[config.mk]
export PLATFORM = sky130hd
export DESIGN_NAME = inst_fetch_queue_flat
export DESIGN_NICKNAME = d
export VERILOG_FILES = /design/src/rtl/inst_fetch_queue_if.sv /design/src/rtl/inst_fetch_queue.sv /design/src/flat_wrapper.sv
export SDC_FILE = /design/constraint.sdc
export NUM_CORES = 1
export LEC_CHECK = 0
export BUFFER_PORTS_ARGS = -buffer_cell sky130_fd_sc_hd__buf_2
export CAP_MARGIN = 10
export CORE_AREA = 2 2 235 237
export DETAILED_ROUTE_END_ITERATION = 16
export DIE_AREA = 0 0 237 239
export GPL_TIMING_DRIVEN = 0
export RECOVER_POWER = 25
export SLEW_MARGIN = 20
export SYNTH_ARGS = -nofsm -noshare
export SYNTH_HDL_FRONTEND = slang
export SYNTH_SLANG_ARGS = --single-unit
[constraint.sdc]
create_clock -name clk_in -period 21.3 [get_ports clk_in]
set_clock_uncertainty 0.1 [all_clocks]
set_input_delay 4.26 -clock clk_in [delete_from_list [all_inputs] [get_ports clk_in]]
set_output_delay 4.26 -clock clk_in [all_outputs]
set_load 0.1 [all_outputs]
[src/rtl/inst_fetch_queue_if.sv]
// ----------------------------------------------------------------------------
// inst_fetch_queue_if
//   Bundles the two handshakes of the fetch stage:
//   - icache request/response:
//       to_icache_valid, to_icache_addr     (fetch stage -> icache)
//       from_icache_valid, from_icache_inst (icache -> fetch stage)
//   - decoder valid/ready:
//       to_dec_valid, to_dec_pc, to_dec_inst (fetch stage -> decoder)
//       from_dec_ready                       (decoder -> fetch stage)
//   master : the fetch queue side.
//   slave  : the environment side (the icache plus the decoder).
// ----------------------------------------------------------------------------
interface inst_fetch_queue_if;
  logic        to_icache_valid;
  logic [31:0] to_icache_addr;
  logic        from_icache_valid;
  logic [31:0] from_icache_inst;
  logic        from_dec_ready;
  logic        to_dec_valid;
  logic [31:0] to_dec_pc;
  logic [31:0] to_dec_inst;

  modport master (
    output to_icache_valid, to_icache_addr,
    input  from_icache_valid, from_icache_inst,
    input  from_dec_ready,
    output to_dec_valid, to_dec_pc, to_dec_inst
  );

  modport slave (
    input  to_icache_valid, to_icache_addr,
    output from_icache_valid, from_icache_inst,
    output from_dec_ready,
    input  to_dec_valid, to_dec_pc, to_dec_inst
  );
endinterface

[src/rtl/inst_fetch_queue.sv]
// ----------------------------------------------------------------------------
// inst_fetch_queue
//   Front-end fetch stage. It issues one icache request at a time and
//   predicts the next PC: JAL is taken, everything else falls through to
//   PC+4. Each returned {pc, inst} pair is buffered in a FIFO, and the FIFO
//   head is offered to the decoder through a valid/ready handshake. A clear
//   pulse flushes the FIFO and redirects fetch. If a request is still in
//   flight at that moment, its late response is discarded.
//
// Ports
//   clk_in    in   clock; all state changes on the rising edge
//   rst_in    in   asynchronous reset, active high
//   rdy_in    in   global enable; when low, all state is held
//   clear     in   flush/redirect pulse
//   clear_pc  in   redirect target, sampled together with clear
//   bus       if   icache and decoder handshakes (master side)
// ----------------------------------------------------------------------------
module inst_fetch_queue #(
  parameter int          QUEUE_DEPTH = 8,      // power of two, >= 2
  parameter logic [31:0] RESET_PC    = 32'h0
) (
  input  logic                clk_in,
  input  logic                rst_in,
  input  logic                rdy_in,
  input  logic                clear,
  input  logic [31:0]         clear_pc,
  inst_fetch_queue_if.master  bus
);

  localparam int PTR_W = $clog2(QUEUE_DEPTH);
  localparam int CNT_W = PTR_W + 1;

  typedef enum logic [1:0] {
    ST_IDLE    = 2'd0,
    ST_WAIT    = 2'd1,
    ST_DISCARD = 2'd2
  } state_t;

  state_t             state_q, state_d;
  logic [31:0]        fetch_pc_q, fetch_pc_d;
  logic               req_valid_q, req_valid_d;
  logic [31:0]        req_addr_q, req_addr_d;
  logic [PTR_W-1:0]   head_q, head_d;
  logic [PTR_W-1:0]   tail_q, tail_d;
  logic [CNT_W-1:0]   count_q, count_d;

  logic [31:0] pc_mem   [QUEUE_DEPTH];
  logic [31:0] inst_mem [QUEUE_DEPTH];

  // --------------------------------------------------------------------------
  // Event decode. Clear overrides push, pop and issue. A low rdy_in
  // suppresses every event.
  // --------------------------------------------------------------------------
  logic        live;
  logic        fifo_has_room;
  logic        issue_en;
  logic        push_en;
  logic        pop_en;

  assign live          = rdy_in & ~clear;
  // Only one request can be in flight, and requests issue only from IDLE,
  // so checking for room at issue time is enough to guarantee the push.
  assign fifo_has_room = (count_q < CNT_W'(QUEUE_DEPTH));
  assign issue_en      = live & (state_q == ST_IDLE) & fifo_has_room;
  assign push_en       = live & (state_q == ST_WAIT) & bus.from_icache_valid;
  assign pop_en        = live & (count_q != '0) & bus.from_dec_ready;

  // --------------------------------------------------------------------------
  // Next-PC prediction: a JAL is followed using its J-type immediate.
  // Conditional branches and JALR are predicted not taken.
  // --------------------------------------------------------------------------
  logic [31:0] resp_inst;
  logic        is_jal;
  logic [31:0] jal_imm;
  logic [31:0] next_pc;

  assign resp_inst = bus.from_icache_inst;
  assign is_jal    = (resp_inst[6:0] == 7'b1101111);
  assign jal_imm   = {{11{resp_inst[31]}}, resp_inst[31], resp_inst[19:12],
                      resp_inst[20], resp_inst[30:21], 1'b0};
  assign next_pc   = fetch_pc_q + (is_jal ? jal_imm : 32'd4);

  // --------------------------------------------------------------------------
  // FSM: state register
  // --------------------------------------------------------------------------
  always_ff @(posedge clk_in or posedge rst_in) begin
    if (rst_in) begin
      state_q <= ST_IDLE;
    end else begin
      state_q <= state_d;
    end
  end

  // --------------------------------------------------------------------------
  // FSM: next state
  // --------------------------------------------------------------------------
  always_comb begin
    state_d = state_q;
    if (rdy_in) begin
      unique case (state_q)
        ST_IDLE: begin
          if (!clear && fifo_has_room) begin
            state_d = ST_WAIT;
          end
        end
        ST_WAIT: begin
          // A clear without a response leaves the request in flight.
          // Its response must still be absorbed before new fetches start.
          if (bus.from_icache_valid) begin
            state_d = ST_IDLE;
          end else if (clear) begin
            state_d = ST_DISCARD;
          end
        end
        ST_DISCARD: begin
          if (bus.from_icache_valid) begin
            state_d = ST_IDLE;
          end
        end
        default: state_d = ST_IDLE;
      endcase
    end
  end

  // --------------------------------------------------------------------------
  // FSM outputs and datapath next state
  // --------------------------------------------------------------------------
  always_comb begin
    fetch_pc_d  = fetch_pc_q;
    req_valid_d = req_valid_q;
    req_addr_d  = req_addr_q;
    head_d      = head_q;
    tail_d      = tail_q;
    count_d     = count_q;

    if (rdy_in && clear) begin
      fetch_pc_d  = clear_pc;
      req_valid_d = 1'b0;
      head_d      = '0;
      tail_d      = '0;
      count_d     = '0;
    end else begin
      if (issue_en) begin
        req_valid_d = 1'b1;
        req_addr_d  = fetch_pc_q;
      end
      if (push_en) begin
        req_valid_d = 1'b0;
        fetch_pc_d  = next_pc;
        tail_d      = tail_q + PTR_W'(1);
      end
      if (pop_en) begin
        head_d = head_q + PTR_W'(1);
      end
      unique case ({push_en, pop_en})
        2'b10:   count_d = count_q + CNT_W'(1);
        2'b01:   count_d = count_q - CNT_W'(1);
        default: count_d = count_q;
      endcase
    end
  end

  // --------------------------------------------------------------------------
  // Datapath registers
  // --------------------------------------------------------------------------
  always_ff @(posedge clk_in or posedge rst_in) begin
    if (rst_in) begin
      fetch_pc_q  <= RESET_PC;
      req_valid_q <= 1'b0;
      req_addr_q  <= RESET_PC;
      head_q      <= '0;
      tail_q      <= '0;
      count_q     <= '0;
    end else begin
      fetch_pc_q  <= fetch_pc_d;
      req_valid_q <= req_valid_d;
      req_addr_q  <= req_addr_d;
      head_q      <= head_d;
      tail_q      <= tail_d;
      count_q     <= count_d;
    end
  end

  // FIFO storage. The head entry is read asynchronously so the decoder sees
  // a new entry in the cycle right after the push.
  always_ff @(posedge clk_in) begin
    if (push_en) begin
      pc_mem[tail_q]   <= fetch_pc_q;
      inst_mem[tail_q] <= resp_inst;
    end
  end

  assign bus.to_icache_valid = req_valid_q;
  assign bus.to_icache_addr  = req_addr_q;
  assign bus.to_dec_valid    = (count_q != '0);
  assign bus.to_dec_pc       = pc_mem[head_q];
  assign bus.to_dec_inst     = inst_mem[head_q];

endmodule

[src/flat_wrapper.sv]
// flat-port wrapper written by rule: the top's interface ports become plain ports
module inst_fetch_queue_flat 
#(
  parameter int          QUEUE_DEPTH = 8,                           
  parameter logic [31:0] RESET_PC    = 32'h0
)
  (clk_in, rst_in, rdy_in, clear, clear_pc, bus_to_icache_valid, bus_to_icache_addr, bus_from_icache_valid, bus_from_icache_inst, bus_from_dec_ready, bus_to_dec_valid, bus_to_dec_pc, bus_to_dec_inst);
  inst_fetch_queue_if bus_i ();
  input  logic clk_in;
  input  logic rst_in;
  input  logic rdy_in;
  input  logic clear;
  input  logic [31:0] clear_pc;
  output wire logic [$bits(bus_i.to_icache_valid)-1:0] bus_to_icache_valid;
  output wire logic [$bits(bus_i.to_icache_addr)-1:0] bus_to_icache_addr;
  input wire logic [$bits(bus_i.from_icache_valid)-1:0] bus_from_icache_valid;
  input wire logic [$bits(bus_i.from_icache_inst)-1:0] bus_from_icache_inst;
  input wire logic [$bits(bus_i.from_dec_ready)-1:0] bus_from_dec_ready;
  output wire logic [$bits(bus_i.to_dec_valid)-1:0] bus_to_dec_valid;
  output wire logic [$bits(bus_i.to_dec_pc)-1:0] bus_to_dec_pc;
  output wire logic [$bits(bus_i.to_dec_inst)-1:0] bus_to_dec_inst;
  assign bus_to_icache_valid = bus_i.to_icache_valid;
  assign bus_to_icache_addr = bus_i.to_icache_addr;
  assign bus_i.from_icache_valid = bus_from_icache_valid;
  assign bus_i.from_icache_inst = bus_from_icache_inst;
  assign bus_i.from_dec_ready = bus_from_dec_ready;
  assign bus_to_dec_valid = bus_i.to_dec_valid;
  assign bus_to_dec_pc = bus_i.to_dec_pc;
  assign bus_to_dec_inst = bus_i.to_dec_inst;
  inst_fetch_queue #(.QUEUE_DEPTH(QUEUE_DEPTH), .RESET_PC(RESET_PC)) u_core (.clk_in(clk_in), .rst_in(rst_in), .rdy_in(rdy_in), .clear(clear), .clear_pc(clear_pc), .bus(bus_i));
endmodule
# After elaboration in Yosys (flattened, before gate mapping)
# Memory sizes are Yosys's and may differ from the RTL's.
# Index checks and enable logic that the tools add are counted.
[word_totals]
reg_bits = 77
ram_bits = 512
input_bits = 70
wordCells = 62
n_memories = 2
[op_classes]
add_sub_neg = 5
magnitude_cmp = 1
n_eq_ne = 8
muxes = 19
bitwise_logic = 9
reduce_logical = 11
[memory_table]
columns = ["memory", "words", "word_bits", "rd", "rd_clocked_by_memory_dff", "write_ports", "line", "rtl"]
rows = [
  ["u_core.inst_mem", 8, 32, 1, 0, 1, "inst_fetch_queue.sv:48", "logic [31:0] inst_mem [QUEUE_DEPTH];"],
  ["u_core.pc_mem", 8, 32, 1, 0, 1, "inst_fetch_queue.sv:47", "logic [31:0] pc_mem [QUEUE_DEPTH];"],
]
[op_table]
columns = ["cell", "n"]
rows = [
  ["$mux W32", 3],
  ["$add A32 B32 Y32", 1],
  ["$mux W3", 4],
  ["$mux W2", 4],
  ["$pmux W4 S2", 1],
  ["$and A1 B1 Y1", 7],
  ["$eq A7 B7 Y1 const B", 1],
  ["$add A3 B1 Y3 const B", 2],
  ["$pmux W2 S3", 1],
  ["$reduce_bool A3 Y1", 2],
  ["$mux W1", 5],
  ["$add A4 B1 Y4 const B", 1],
  ["$eq A2 B1 Y1 const B", 2],
  ["$eq A2 B2 Y1 const B", 2],
  ["$lt A4 B4 Y1 const B", 1],
  ["$mux W4", 1],
  ["$ne A2 B2 Y1 const B", 2],
  ["$reduce_and A4 Y1", 1],
  ["$reduce_bool A2 Y1", 2],
  ["$reduce_bool A4 Y1", 1],
  ["$sub A4 B1 Y4 const B", 1],
  ["$ne A3 B3 Y1 const B", 1],
  ["$logic_and A1 B1 Y1", 2],
  ["$logic_not A2 Y1", 1],
  ["other kinds (3)", 4],
]

# Logic depth before layout (Yosys ltp)
[depth]
ltp_word = 7
ltp_mapped = 14

# Worst setup path before layout
# OpenSTA, ideal clock, no wires.
[synth_path]
path_kind = "input -> register"
from = "input port clear"
to = "memory u_core.inst_mem[2][0], enable pin"
setup_ns = 0.666
arrival_time_ns = 11.807
required_ns = 20.534
path_slack_ns = 8.727
cell_stages = 6
n_path_buf = 2
cell_sequence = "nor3b_1 -> and3_1 -> inv_1 -> clkbuf_1 -> clkbuf_1 -> nor4b_1"
[synth_via]
elab_chain_len = 6
[synth_rtl]
columns = ["element", "line", "rtl"]
rows = [
  ["from (decl)", "flat_wrapper.sv:12", "input logic clear;"],
  ["$not A1 Y1", "inst_fetch_queue.sv:60", "assign live = rdy_in & ~clear;"],
  ["$and A1 B1 Y1", "inst_fetch_queue.sv:60", ""],
  ["$and A1 B1 Y1 (2 in a row)", "inst_fetch_queue.sv:65", "assign push_en = live & (state_q == ST_WAIT) & bus.from_icache_valid;"],
  ["$mux W1", "inst_fetch_queue.sv:187", "if (push_en) begin"],
  ["$mux W1 (not written as such)", "inst_fetch_queue.sv:189", "inst_mem[tail_q] <= resp_inst;"],
  ["to (decl)", "inst_fetch_queue.sv:48", ""],
]
# Every way passes these cells.

# Worst setup path in the final report
[layout_path]
from = "register u_core.head_q[0]"
to = "output port bus_to_dec_inst[18]"
[layout_via]
elab_chain_len = 1
[layout_rtl]
columns = ["element", "line", "rtl"]
rows = [
  ["from (decl)", "inst_fetch_queue.sv:43", "logic [PTR_W-1:0] head_q, head_d;"],
  ["from (signal assigned)", "inst_fetch_queue.sv:171", "head_q <= '0;"],
  ["from (signal assigned)", "inst_fetch_queue.sv:178", "head_q <= head_d;"],
  ["$mem_v2 Z8 W32", "-", ""],
  ["to (decl)", "flat_wrapper.sv:21", "output wire logic [$bits(bus_i.to_dec_inst)-1:0] bus_to_dec_inst;"],
]
# Every way passes these cells.

==> impl_metrics.env <==
export IMPL_area_growth_pct=17.9
export IMPL_max_vdd_ir_drop_v=0.0000819
export IMPL_path_depth=6
export IMPL_cts_resized=0
export IMPL_ys_seq_area_share_pct=71.8
export IMPL_syn_inst=1276
export IMPL_cts_tree="built"
export IMPL_gp_congestion=0.893
export IMPL_clk_path_buf_depth=3
export IMPL_drive_above_1_share_pct=35.8
export IMPL_grtUsageTotal_pct=21.5
export IMPL_drc=0
export IMPL_dp_hpwl_mm=42.8
export IMPL_path_cells="clkbuf_1 > clkbuf_1 > buf_1 > mux4_2 > mux2_2 > buf_2"
export IMPL_holdCritPathClass="flip-flop to flip-flop"
export IMPL_whs_path_depth=1
export IMPL_cts_sinks=589
export IMPL_dieArea_mm2=0.0566
export IMPL_post_cts_buffers=0
export IMPL_overflow=0
export IMPL_routedWlPerCell_um=25.7
export IMPL_run_status="finished with violations"
export IMPL_cts_hold_buf=0
export IMPL_die_w_um=237
export IMPL_crit_path_end_kind="output port"
export IMPL_pwr_density_cell_mw_per_mm2=105
export IMPL_crit_required_ps=16940
export IMPL_synth_edf_count=512
export IMPL_num_vias=13399
export IMPL_layout_worst_path_cycle_share_pct=38.0
export IMPL_antenna_found_initial=0
export IMPL_tns_ps=0
export IMPL_fillers=4370
export IMPL_rsz0062_at_grt="false"
export IMPL_fin_crit_ps=8080
export IMPL_utilization_pct=52.2
export IMPL_worstPathArrival_ps=3720
export IMPL_slowest_stage="buf_1"
export IMPL_finalNetCount=1690
export IMPL_synth_cell_types=65
export IMPL_core_mm2=0.0543
export IMPL_worst_pin_slew_ps=1600
export IMPL_cts_buffers=59
export IMPL_maxCapViolCount=1
export IMPL_worst_r2r_path_depth=10
export IMPL_initial_core_util_pct=44.3
export IMPL_slew_headroom_pct=-6.96
export IMPL_crit_top_cell="clkbuf_1"
export IMPL_synth_warnings=0
export IMPL_io_buffers=167
export IMPL_fmax_mhz=124
export IMPL_wl_mm=60.2
export IMPL_async_flop_share_pct=13.1
export IMPL_crit_fanout=10
export IMPL_finalSetupViolations=0
export IMPL_ys_ff_latch=589
export IMPL_htreeDepth=2
export IMPL_clk_pin_slew_ps=70
export IMPL_dr_first_iter_drc_count=1304
export IMPL_grt_pass1_vias=13455
export IMPL_leakage_nw=9.84
export IMPL_clock_latency_ps=620
export IMPL_path_class="flip-flop to output port"
export IMPL_hold_violations=0
export IMPL_slowest_delay_ps=820
export IMPL_rows=86
export IMPL_grt_max_degree=51
export IMPL_postPlaceCellArea_mm2=0.0266
export IMPL_die_h_um=239
export IMPL_root_buffer="clkbuf_16"
export IMPL_crit_buf_inv=4
export IMPL_avgViaCountPerCell=5.71
export IMPL_drt_pass1_iterations=5
export IMPL_ys_flop_type="edfxtp_1"
export IMPL_startpoint_type="flip-flop"
export IMPL_antenna_left=0
export IMPL_syn_area_per_cell_um2=18.9
export IMPL_violations="capacitance limit, slew limit"
export IMPL_critPathTopFamily="buffers and inverters"
export IMPL_syn_area_mm2=0.0241
export IMPL_finish_instance_area_mm2=0.0284
export IMPL_ios=168
export IMPL_grt_first_pass_wirelength_mm=88.9
export IMPL_drv_slew=28
export IMPL_synth_net_count=1372
metal layers:
metal | up-vias | GRT usage (%) | routed length [µm] | share of wire [%]
li1 | 5828 | - | - | -
met1 | 7042 | 30.5 | 26600 | 44
met2 | 448 | 35.1 | 29000 | 48
met3 | 81 | 3.57 | 3260 | 5.4
met4 | 0 | 5.33 | 1320 | 2.2
met5 | - | 0 | 0 | 0
area by class of cell:
class	instances	area (µm²)	share of cell area, %
Antenna cell	1	2.50	0.00881
Inverter	5	20.0	0.0705
Tap cell	704	881	3.10
Clock buffer	77	1570	5.54
Buffer	70	279	0.983
Multi-Input combinational cell	612	6540	23.0
Sequential cell	589	17300	60.9
Timing Repair Buffer	257	1560	5.49
Clock inverter	31	239	0.842
Yosys cell counts, drive strengths merged, types with 3 or more instances:
cell type | n | area [µm²]
o211ai | 3 | 22.5
nor3b | 3 | 22.5
a31oi | 14 | 93.8
clkbuf | 53 | 200
nand2 | 61 | 231
or4 | 7 | 52.6
ha | 24 | 300
or2 | 4 | 25.0
mux4 | 128 | 2880
nand3 | 16 | 85.1
xor2 | 12 | 105
a21oi | 31 | 155
edfxtp | 512 | 15400
nor4b | 3 | 26.3
o21ai | 30 | 150
nor3 | 14 | 70.1
mux2 | 98 | 1100
xnor2 | 14 | 123
dfrtp | 77 | 1930
o31ai | 3 | 27.5
nor2 | 40 | 158
nor4 | 9 | 56.3
a211oi | 4 | 30.0
mux2i | 7 | 70.1
inv | 5 | 18.8
nand4 | 4 | 25.0
or3 | 3 | 18.8
and2 | 7 | 43.8
a21o | 14 | 105
buf | 17 | 72.6
and4 | 3 | 26.3
and3 | 27 | 169
flip-flops by register name, indices dropped and copies added, names as in the netlist:
name / flops
u_core.inst_mem: 256
u_core.pc_mem: 256
u_core.bus.to_icache_addr: 32
u_core.fetch_pc_q: 32
u_core.count_q: 4
u_core.head_q: 3
u_core.tail_q: 3
u_core.state_q: 2
u_core.bus.to_icache_valid: 1
report_power, final:
group          total (mW)  switching [mW]  internal, mW
clock network       0.979           0.441         0.538
registers            1.36          0.0518          1.31
logic               0.636           0.479         0.157
total                2.98           0.972          2.01
cells by family after synthesis:
logic type                 synth area share (%)
DFF                                        71.8
and+or+nand+nor                            4.46
buffers and inverters                      1.21
xor gates and xnor gates                  0.946
adders and majority gates                  1.41
muxes                                      16.8
AOI/OAI and AO/OA                          3.28
worst paths after layout:
check | startpoint | slack, ps | end
max reg2reg | u_core.state_q[1]$_DFFE_PP0P_ | 17530 | u_core.inst_mem[1][7]$_DFFE_PP_
min in group asynchronous | rst_in | 3910 | u_core.bus.to_icache_addr[22]$_DFFE_PP0P_
min | u_core.bus.to_icache_addr[3]$_DFFE_PP0P_ | 400 | u_core.bus.to_icache_addr[3]$_DFFE_PP0P_
max in group asynchronous | rst_in | 16320 | u_core.bus.to_icache_addr[5]$_DFFE_PP0P_
max | u_core.head_q[0]$_DFFE_PP0P_ | 13220 | bus_to_dec_inst[18]
min reg2reg | u_core.bus.to_icache_addr[3]$_DFFE_PP0P_ | 400 | u_core.bus.to_icache_addr[3]$_DFFE_PP0P_
through the flow:
step / power [mW] / setup slack, ps / std cells / hold slack, ps
2_1_floorplan: 1.88 / 8730 / 1276 / 395
3_3_place_gp: 2.02 / 449 / 2147 / 383
3_5_place_dp: 2.03 / 12950 / 2237 / 389
4_1_cts: 3.00 / 13080 / 2345 / 407
5_1_grt: 3.07 / 12980 / 2345 / 420
6_report: 2.98 / 13220 / 2346 / 404
worst reg2reg max path: stages (launching register included):
cell and delay [ps]:
dfrtp_1 410, nor3b_1 300, and3_1 230, inv_1 110, clkbuf_1 290, clkbuf_1 370, nor4b_2 730, buf_4 290
buf_2 220, buf_4 200, buf_2 220
cells in the final DEF (no fill, tap or decap), drive strengths merged, types with 9 or more instances in the layout:
master,Yosys,final
nor3,14,14
edfxtp,512,512
and3,27,27
a21o,14,14
xor2,12,12
nor2,40,40
dfrtp,77,77
clkinv,0,20
ha,24,24
nor4,9,9
a21oi,31,31
clkbuf,53,140
inv,5,12
o21ai,30,30
mux2,98,98
mux4,128,128
xnor2,14,14
a31oi,14,14
nand2,61,61
buf,17,264
nand3,16,16
No activity file was read; power rests on OpenSTA's default activity.
